[config.mk]
export PLATFORM = sky130hd
export DESIGN_NAME = note_div_calc
export DESIGN_NICKNAME = d
export VERILOG_FILES = /design/src/rtl/note_div_calc.sv
export SDC_FILE = /design/constraint.sdc
export NUM_CORES = 1
export LEC_CHECK = 0
export ABC_CLOCK_PERIOD_IN_PS = 3200
export BUFFER_PORTS_ARGS = -buffer_cell sky130_fd_sc_hd__buf_2
export CORE_MARGIN = 2
export CORE_UTILIZATION = 26
export CTS_CLUSTER_SIZE = 24
export DETAILED_ROUTE_END_ITERATION = 10
export GPL_ROUTABILITY_DRIVEN = 1
export PLACE_DENSITY_LB_ADDON = 0.05
export SLEW_MARGIN = 15
export SYNTH_ARGS = -nofsm -noshare
export SYNTH_HDL_FRONTEND = slang
export SYNTH_SLANG_ARGS = --single-unit
[constraint.sdc]
create_clock -name clk -period 3.2 [get_ports clk]
set_clock_uncertainty 0.05 [all_clocks]
set_input_delay 0.64 -clock clk [delete_from_list [all_inputs] [get_ports clk]]
set_output_delay 0.64 -clock clk [all_outputs]
set_load 0.05 [all_outputs]
[src/rtl/note_div_calc.sv]
// Purpose: turns left/right tone frequencies plus an octave select into 22-bit note_gen dividers via one shared restoring divider.
// Latency: 53 cycles from the IDLE edge that samples an input change to updated outputs with a one-cycle upd pulse.
// Backpressure: none; input changes during a run are ignored until the next IDLE cycle, which restarts if they differ from the snapshot.
module note_div_calc #(
  parameter int CLK_DIVIDEND = 50000000,
  parameter int DIV_W        = 26,
  parameter int OUT_W        = 22
) (
  input  logic             clk,
  input  logic             rst,
  input  logic [31:0]      freqL,
  input  logic [31:0]      freqR,
  input  logic [2:0]       octave,
  output logic [OUT_W-1:0] note_div_left,
  output logic [OUT_W-1:0] note_div_right,
  output logic             busy,
  output logic             upd
);

  localparam int CNT_W = $clog2(DIV_W);

  localparam logic [1:0] IDLE  = 2'd0;
  localparam logic [1:0] DIV_L = 2'd1;
  localparam logic [1:0] DIV_R = 2'd2;
  localparam logic [1:0] DONE  = 2'd3;

  localparam logic [DIV_W-1:0] DIVIDEND = DIV_W'(CLK_DIVIDEND);
  localparam logic [CNT_W-1:0] LAST_CNT = CNT_W'(DIV_W - 1);

  logic [1:0]       state;
  logic             force_flag;
  logic [31:0]      snap_l;
  logic [31:0]      snap_r;
  logic [2:0]       snap_oct;
  logic [32:0]      divisor;
  logic [32:0]      rem;
  logic [DIV_W-1:0] quo;
  logic [DIV_W-1:0] q_l;
  logic [DIV_W-1:0] q_r;
  logic [CNT_W-1:0] cnt;

  logic             req;
  logic [CNT_W-1:0] bit_idx;
  logic [33:0]      rem_sh;
  logic             ge;
  logic [DIV_W-1:0] q_nx;
  logic [32:0]      eff_l;
  logic [32:0]      eff_r;

  // Octave 1 halves the tone frequency, 3 doubles it (kept at full 33 bits), anything else passes through.
  function automatic logic [32:0] eff_div(input logic [31:0] f, input logic [2:0] o);
    case (o)
      3'd1:    return {2'b00, f[31:1]};
      3'd3:    return {f, 1'b0};
      default: return {1'b0, f};
    endcase
  endfunction

  // Zero divisor or zero quotient means silence (divider 1); oversize quotients clamp to all-ones.
  function automatic logic [OUT_W-1:0] post(input logic [32:0] d, input logic [DIV_W-1:0] q);
    if (d == 33'd0 || q == '0)
      return OUT_W'(1);
    else if (|q[DIV_W-1:OUT_W])
      return '1;
    else
      return q[OUT_W-1:0];
  endfunction

  // Restart request, effective divisors and one restoring-division step.
  always_comb begin
    req     = force_flag || (freqL != snap_l) || (freqR != snap_r) || (octave != snap_oct);
    eff_l   = eff_div(snap_l, snap_oct);
    eff_r   = eff_div(snap_r, snap_oct);
    bit_idx = LAST_CNT - cnt;
    rem_sh  = {rem, DIVIDEND[bit_idx]};
    ge      = rem_sh >= {1'b0, divisor};
    q_nx    = {quo[DIV_W-2:0], ge};
  end

  assign busy = (state != IDLE);

  // Sequencer: snapshot in IDLE, left then right quotient bit-serially, then publish both at once.
  always_ff @(posedge clk) begin
    if (rst) begin
      state          <= IDLE;
      force_flag     <= 1'b1;
      snap_l         <= '0;
      snap_r         <= '0;
      snap_oct       <= '0;
      divisor        <= '0;
      rem            <= '0;
      quo            <= '0;
      q_l            <= '0;
      q_r            <= '0;
      cnt            <= '0;
      note_div_left  <= OUT_W'(1);
      note_div_right <= OUT_W'(1);
      upd            <= 1'b0;
    end else begin
      upd <= 1'b0;
      case (state)
        IDLE: begin
          if (req) begin
            snap_l     <= freqL;
            snap_r     <= freqR;
            snap_oct   <= octave;
            force_flag <= 1'b0;
            divisor    <= eff_div(freqL, octave);
            rem        <= '0;
            quo        <= '0;
            cnt        <= '0;
            state      <= DIV_L;
          end
        end
        DIV_L, DIV_R: begin
          rem <= 33'(ge ? rem_sh - {1'b0, divisor} : rem_sh);
          quo <= q_nx;
          cnt <= cnt + 1'b1;
          if (cnt == LAST_CNT) begin
            cnt <= '0;
            rem <= '0;
            quo <= '0;
            if (state == DIV_L) begin
              q_l     <= q_nx;
              divisor <= eff_r;
              state   <= DIV_R;
            end else begin
              q_r   <= q_nx;
              state <= DONE;
            end
          end
        end
        default: begin
          note_div_left  <= post(eff_l, q_l);
          note_div_right <= post(eff_r, q_r);
          upd            <= 1'b1;
          state          <= IDLE;
        end
      endcase
    end
  end

endmodule
After elaboration in Yosys (flattened, before gate mapping)
Memory sizes are Yosys's and may differ from the RTL's. Index checks and enable logic that the tools add are counted.

Add/subtract/negate cells: 3. Magnitude comparators: 2. Reductions and logical operators: 22. Multiplexer cells: 27. Bitwise logic cells: 1. Equal/unequal tests: 13.

Operators with widths (count): $pmux W33 S2 (5); $mux W33 (6); $mux W22 (4); $logic_not A33 Y1 (2); $ne A32 B32 Y1 (2); $logic_not A26 Y1 (2); $mux W25 (2); $pmux W25 S2 (1); $ge A34 B33 Y1 (1); $sub A33 B33 Y33 (1); $mux W5 (2); $pmux W5 S2 (1); $reduce_or A4 Y1 (2); $eq A3 B1 Y1 const B (2); $eq A3 B2 Y1 const B (2); $lt A5 B6 Y1 const B (1); $ne A2 B2 Y1 const B (3); $reduce_and A2 Y1 (3); $reduce_and A3 Y1 (2); $add A5 B1 Y5 const B (1); $eq A5 B5 Y1 const B (1); $logic_or A1 B1 Y1 (5); $sub A5 B5 Y5 const A (1); $mux W2 (2); 11 further kinds (14).

Bits in registers: 263. Bits in read-only memories: 32. Logic and storage cells: 83. Output and inout bits: 46. Input port bits: 69. Memories kept: 1.

Memories: (name not given) (words 32, bits a word 1, read ports 1, clocked after memory_dff 0, wr ports 0, RTL line 75) `rem_sh = {rem, DIVIDEND[bit_idx]};`.

Longest topological paths before layout
Word-level depth: 7. Gate-level depth with buffers: 19. Depth with buffers taken out: 17.

Least setup slack after synthesis
OpenSTA, ideal clock, no wires.

Path type: register -> register. Start point: register cnt[2]. End point: register rem[29]. Arrival: 3.203 ns. Setup slack: -0.187 ns. Clock period less this slack: 3.387 ns. Cell stages (with the launch flop): 18. Required time: 3.017 ns. Path buffers: 2. Cell sequence: dfxtp_1 inv_1 ha_1 xor2_1 o21ai_0 a22o_1 ha_1 fa_1 nor2b_1 o21bai_1 a211oi_1 or3_1 o31a_1 o21ai_2 buf_2 buf_4 a32oi_1 o22ai_1.

Word-level cells in the longest chain between the ends: 7. Elaborated cells between the ends (all ways): 9. Classes of those cells: 2 x add/sub; 1 x order compare; 1 x eq/ne; 4 x mux; 1 x memory.

RTL lines: start: declaration (RTL line 40) `logic [CNT_W-1:0] cnt;`; start signal: assignment (RTL line 118) `cnt <= cnt + 1'b1;`; $sub A5 B5 Y5 (RTL line 74) `bit_idx = LAST_CNT - cnt;`; $mem_v2 Z32 W1; $mux W1 (implied by the code) (RTL line 75); $sub A33 B33 Y33 or $ge A34 B33 Y1 (tied branches) (RTL line 116, 76); $mux W33 (RTL line 116) `rem <= 33'(ge ? rem_sh - {1'b0, divisor} : rem_sh);`; $mux W33 (*) (RTL line 119) `if (cnt == LAST_CNT) begin`; $pmux W33 S2 (*) (RTL line 101) `case (state)`; end signal: assignment (RTL line 116); end: declaration (RTL line 36) `logic [32:0] rem;`.

Mark *: on every way between the ends. The rest lies on a longest branch, timed or not. The select of a mux whose other input is x is not followed. A chain may end at the register's enable or synchronous reset.

Worst setup path in the final report
Start point: register cnt[1]. End point: register rem[24].

Same word-level chain as after synthesis.

==> impl_metrics.tcl <==
set metrics [dict create \
    gr-usage-all-layers_pct 17.8 \
    met1_usage_pct 26.6 \
    worstMarginPinSlew_ns 0.758 \
    r2r-end "rem[24]" \
    final_area_um2 17400 \
    fillers 5710 \
    crit_path_end_kind "register" \
    synth.top_cells.by_count "nor2_1, dfxtp_1, a21oi_1, nand2_1, mux2i_1" \
    synthToLayoutAreaGrowth_pct 23.5 \
    combPwrFrac_pct 19.3 \
    viasPerCell 4.80 \
    postPlaceCellArea_um2 16100 \
    run_status "complete, but fails checks" \
    synth-seq-cells 263 \
    synthesis.area_um2 14100 \
    rsz0062_at_grt "yes" \
    dp_hpwl_um 37600 \
    drtIter0Drc 743 \
    synth_edf_count 0 \
    p_int_mw 6.55 \
    violations "setup timing" \
    port_buffers 114 \
    crit_start "cnt[1]" \
    path_delay_family "compound AO/OA/AOI/OAI gates" \
    cts_buffer_depth 3 \
    grt_overflow 0 \
    cts.sinks 263 \
    met3_usage_pct 2.55 \
    seq_power_share_pct 38.2 \
    die_h_um 237 \
    yosysWarnings 0 \
    cts_hold_buf 0 \
    drive_above_1_share_pct 17.6 \
    syn_inst 1765 \
    root_buffer "clkbuf_16" \
    worstSetupEndpoint "rem[24]" \
    pre_cts_ws_ns -0.406 \
    die-area_um2 56100 \
    drv_slew 0 \
    critPathLaunchType "register" \
    wl_per_cell_um 18.9 \
    grt_pass1_vias 12327 \
    setup_viol 36 \
    p_leak_nw 6.97 \
    drv_cap 0 \
    synth_most_common_cell "nor2_1" \
    slowest_stage "fa_2" \
    layout.nets 2033 \
    hold_viol 0 \
    n_antenna_cell 0 \
    grt_max_degree 135 \
    fmax_mhz 291 \
    vias 12670 \
    dieWidth_um 237 \
    gp_congestion 0.816 \
    yosys.cell_types.count 68 \
    clock_latency_ns 0.55 \
    cts_tree "yes" \
    crit_chain "inv_1 -> ha_4 -> xor2_1 -> o21ai_1 -> a22o_1 -> ha_2 -> fa_2 -> nor2b_4 -> o21bai_4 -> a211oi_2 -> or3_1 -> o31a_1 -> o21ai_4 -> buf_12 -> and3_4 -> buf_12 -> a22oi_1 -> o21ai_2" \
    syn_nets 1876 \
    pwr-share-clk_pct 42.5 \
    ant_nets 0 \
    layout_setup_ws_ns -0.240 \
    required_ns 3.58 \
    rows 85 \
    top_usage_layer "met2" \
    switching_share_pct 29.8 \
    fin_crit_sh_pct 108 \
    grt_pass1_wl_um 77200 \
    path_depth 18 \
    wirelength_um 50000 \
    h-tree-depth 2 \
    grtUsageMet2_pct 27.0 \
    start_util_pct 26.2 \
    vdd_drop_max_uv 312 \
    final_util_pct 32.4 \
    remaining_drc_errors 0 \
    cp.arrival_ns 3.82 \
    max_stage_delay_ns 0.36 \
    avgSynthCellArea_um2 7.98 \
    yosys-top-cells-area "dfxtp_1, mux2i_1, nor2_1, a21oi_1, nand2_1" \
    clk_pin_slew_ns 0.06 \
    hp-class "in2reg" \
    p_sw_mw 2.79 \
    fin_crit_ns 3.44 \
    total_power_mw 9.33 \
    crit_fanout 12 \
    async_flop_share_pct 0 \
    yosysSeqAreaShare_pct 37.4 \
    numCtsBuffers 36 \
    antenna_found_initial 0 \
    synth_flop_cell "dfxtp_1" \
    path_buf_inv 3 \
    path_common_cell "buf_12" \
    power_density_nw_per_um2 536 \
    num_io_pins 115 \
    synth_largest_area_cell "dfxtp_1" \
    rrSetupSlack_ns -0.24 \
    synth_top_area_share_pct 37.4 \
    core_um2 53700 \
    firstDrtPassIters 5 \
    reg2reg_from "cnt[1]" \
    reg2regPathDepth 18 \
    crit_type "reg2reg" \
    slew_headroom_pct 49.5 \
]
[worst min-delay path by stage]
stage / cells past startpoint / end / from / slack (ns)
CTS: 3 / snap_r[15] / freqR[15] / 0.28
global route: 3 / snap_r[16] / freqR[16] / 0.30
floorplan: 2 / force_flag / force_flag / 0.37
global placement: 2 / q_l[24] / q_l[24] / 0.39
finish: 3 / snap_r[0] / freqR[0] / 0.30
detailed placement: 2 / q_l[24] / q_l[24] / 0.39
[power groups by stage]
stage | sequential (mW) | combinational, mW | clock, mW
after floorplan | 3.58 | 1.12 | 0
after global placement | 3.63 | 1.78 | 0
after detailed placement | 3.63 | 1.76 | 0
after CTS | 3.56 | 1.80 | 4.12
after global routing | 3.58 | 1.98 | 4.27
final | 3.56 | 1.80 | 3.97
[stage by stage]
| stage | cells | hold slack, ns | setup TNS, ns |
|---|---|---|---|
| after global placement | 2576 | 0.390 | -11.82 |
| after floorplan | 1765 | 0.369 | 0 |
| after detailed placement | 2576 | 0.394 | -13.57 |
| final | 2642 | 0.302 | -5.54 |
| after CTS | 2642 | 0.276 | -6.84 |
| after global routing | 2642 | 0.301 | -13.78 |
[worst min-delay path, cell delays in order]
cell and delay, ns:
buf_2 0.09, mux2i_1 0.06, nor2_1 0.07
[layer usage]
layer / vias up / share of wire, %
li1: 6469 / -
met1: 5979 / 52
met5: - / 0
met4: 0 / 1.3
met2: 176 / 43
met3: 46 / 3.1
[timing repair]
| item | 4_1_cts | 5_1_grt |
|---|---|---|
| buffers inserted | 5 | 0 |
| pin swaps | 14 | 4 |
| resized for setup | 24 | 13 |
| setup endpoints to repair | 36 | 40 |
| hold endpoints to repair | 0 | 0 |
[final cells by class]
class | count | area [µm²] | share of cell area (%)
clock buffer | 54 | 1030 | 5.91
sequential | 263 | 5270 | 30.3
clock inverter | 8 | 108 | 0.618
timing repair buffer | 231 | 1650 | 9.51
tap | 696 | 871 | 5.00
inverter | 56 | 210 | 1.21
multi-input combinational | 1334 | 8260 | 47.5
[state kept, by name, indices dropped and copies added (netlist names)]
signal,count
snap_r,32
divisor,33
quo,25
snap_l,32
q_r,26
rem,33
cnt,5
snap_oct,3
upd,1
note_div_right,22
state,2
q_l,26
force_flag,1
note_div_left,22
[layout by cell type, fill, tap and decap left out, drive strengths merged, types with 47 or more instances in the layout]
cell type  instances
a21oi            197
buf              231
clkbuf            54
dfxtp            263
inv               56
mux2i            130
nand2            162
nor2             336
o21ai             72
xor2              47
[kinds of logic (layout without fill, tap and decap cells)]
| kind of cell | Yosys count | after routing | synth area share [%] |
|---|---|---|---|
| and+or+nand+nor | 641 | 641 | 19.7 |
| buffers and inverters | 168 | 349 | 5.34 |
| xor gates and xnor gates | 77 | 77 | 4.79 |
| DFF | 263 | 263 | 37.4 |
| adders and majority gates | 42 | 42 | 3.78 |
| muxes | 153 | 153 | 11.1 |
| AOI/OAI and AO/OA | 421 | 421 | 18.0 |
Power figures use the tool's default switching activity.
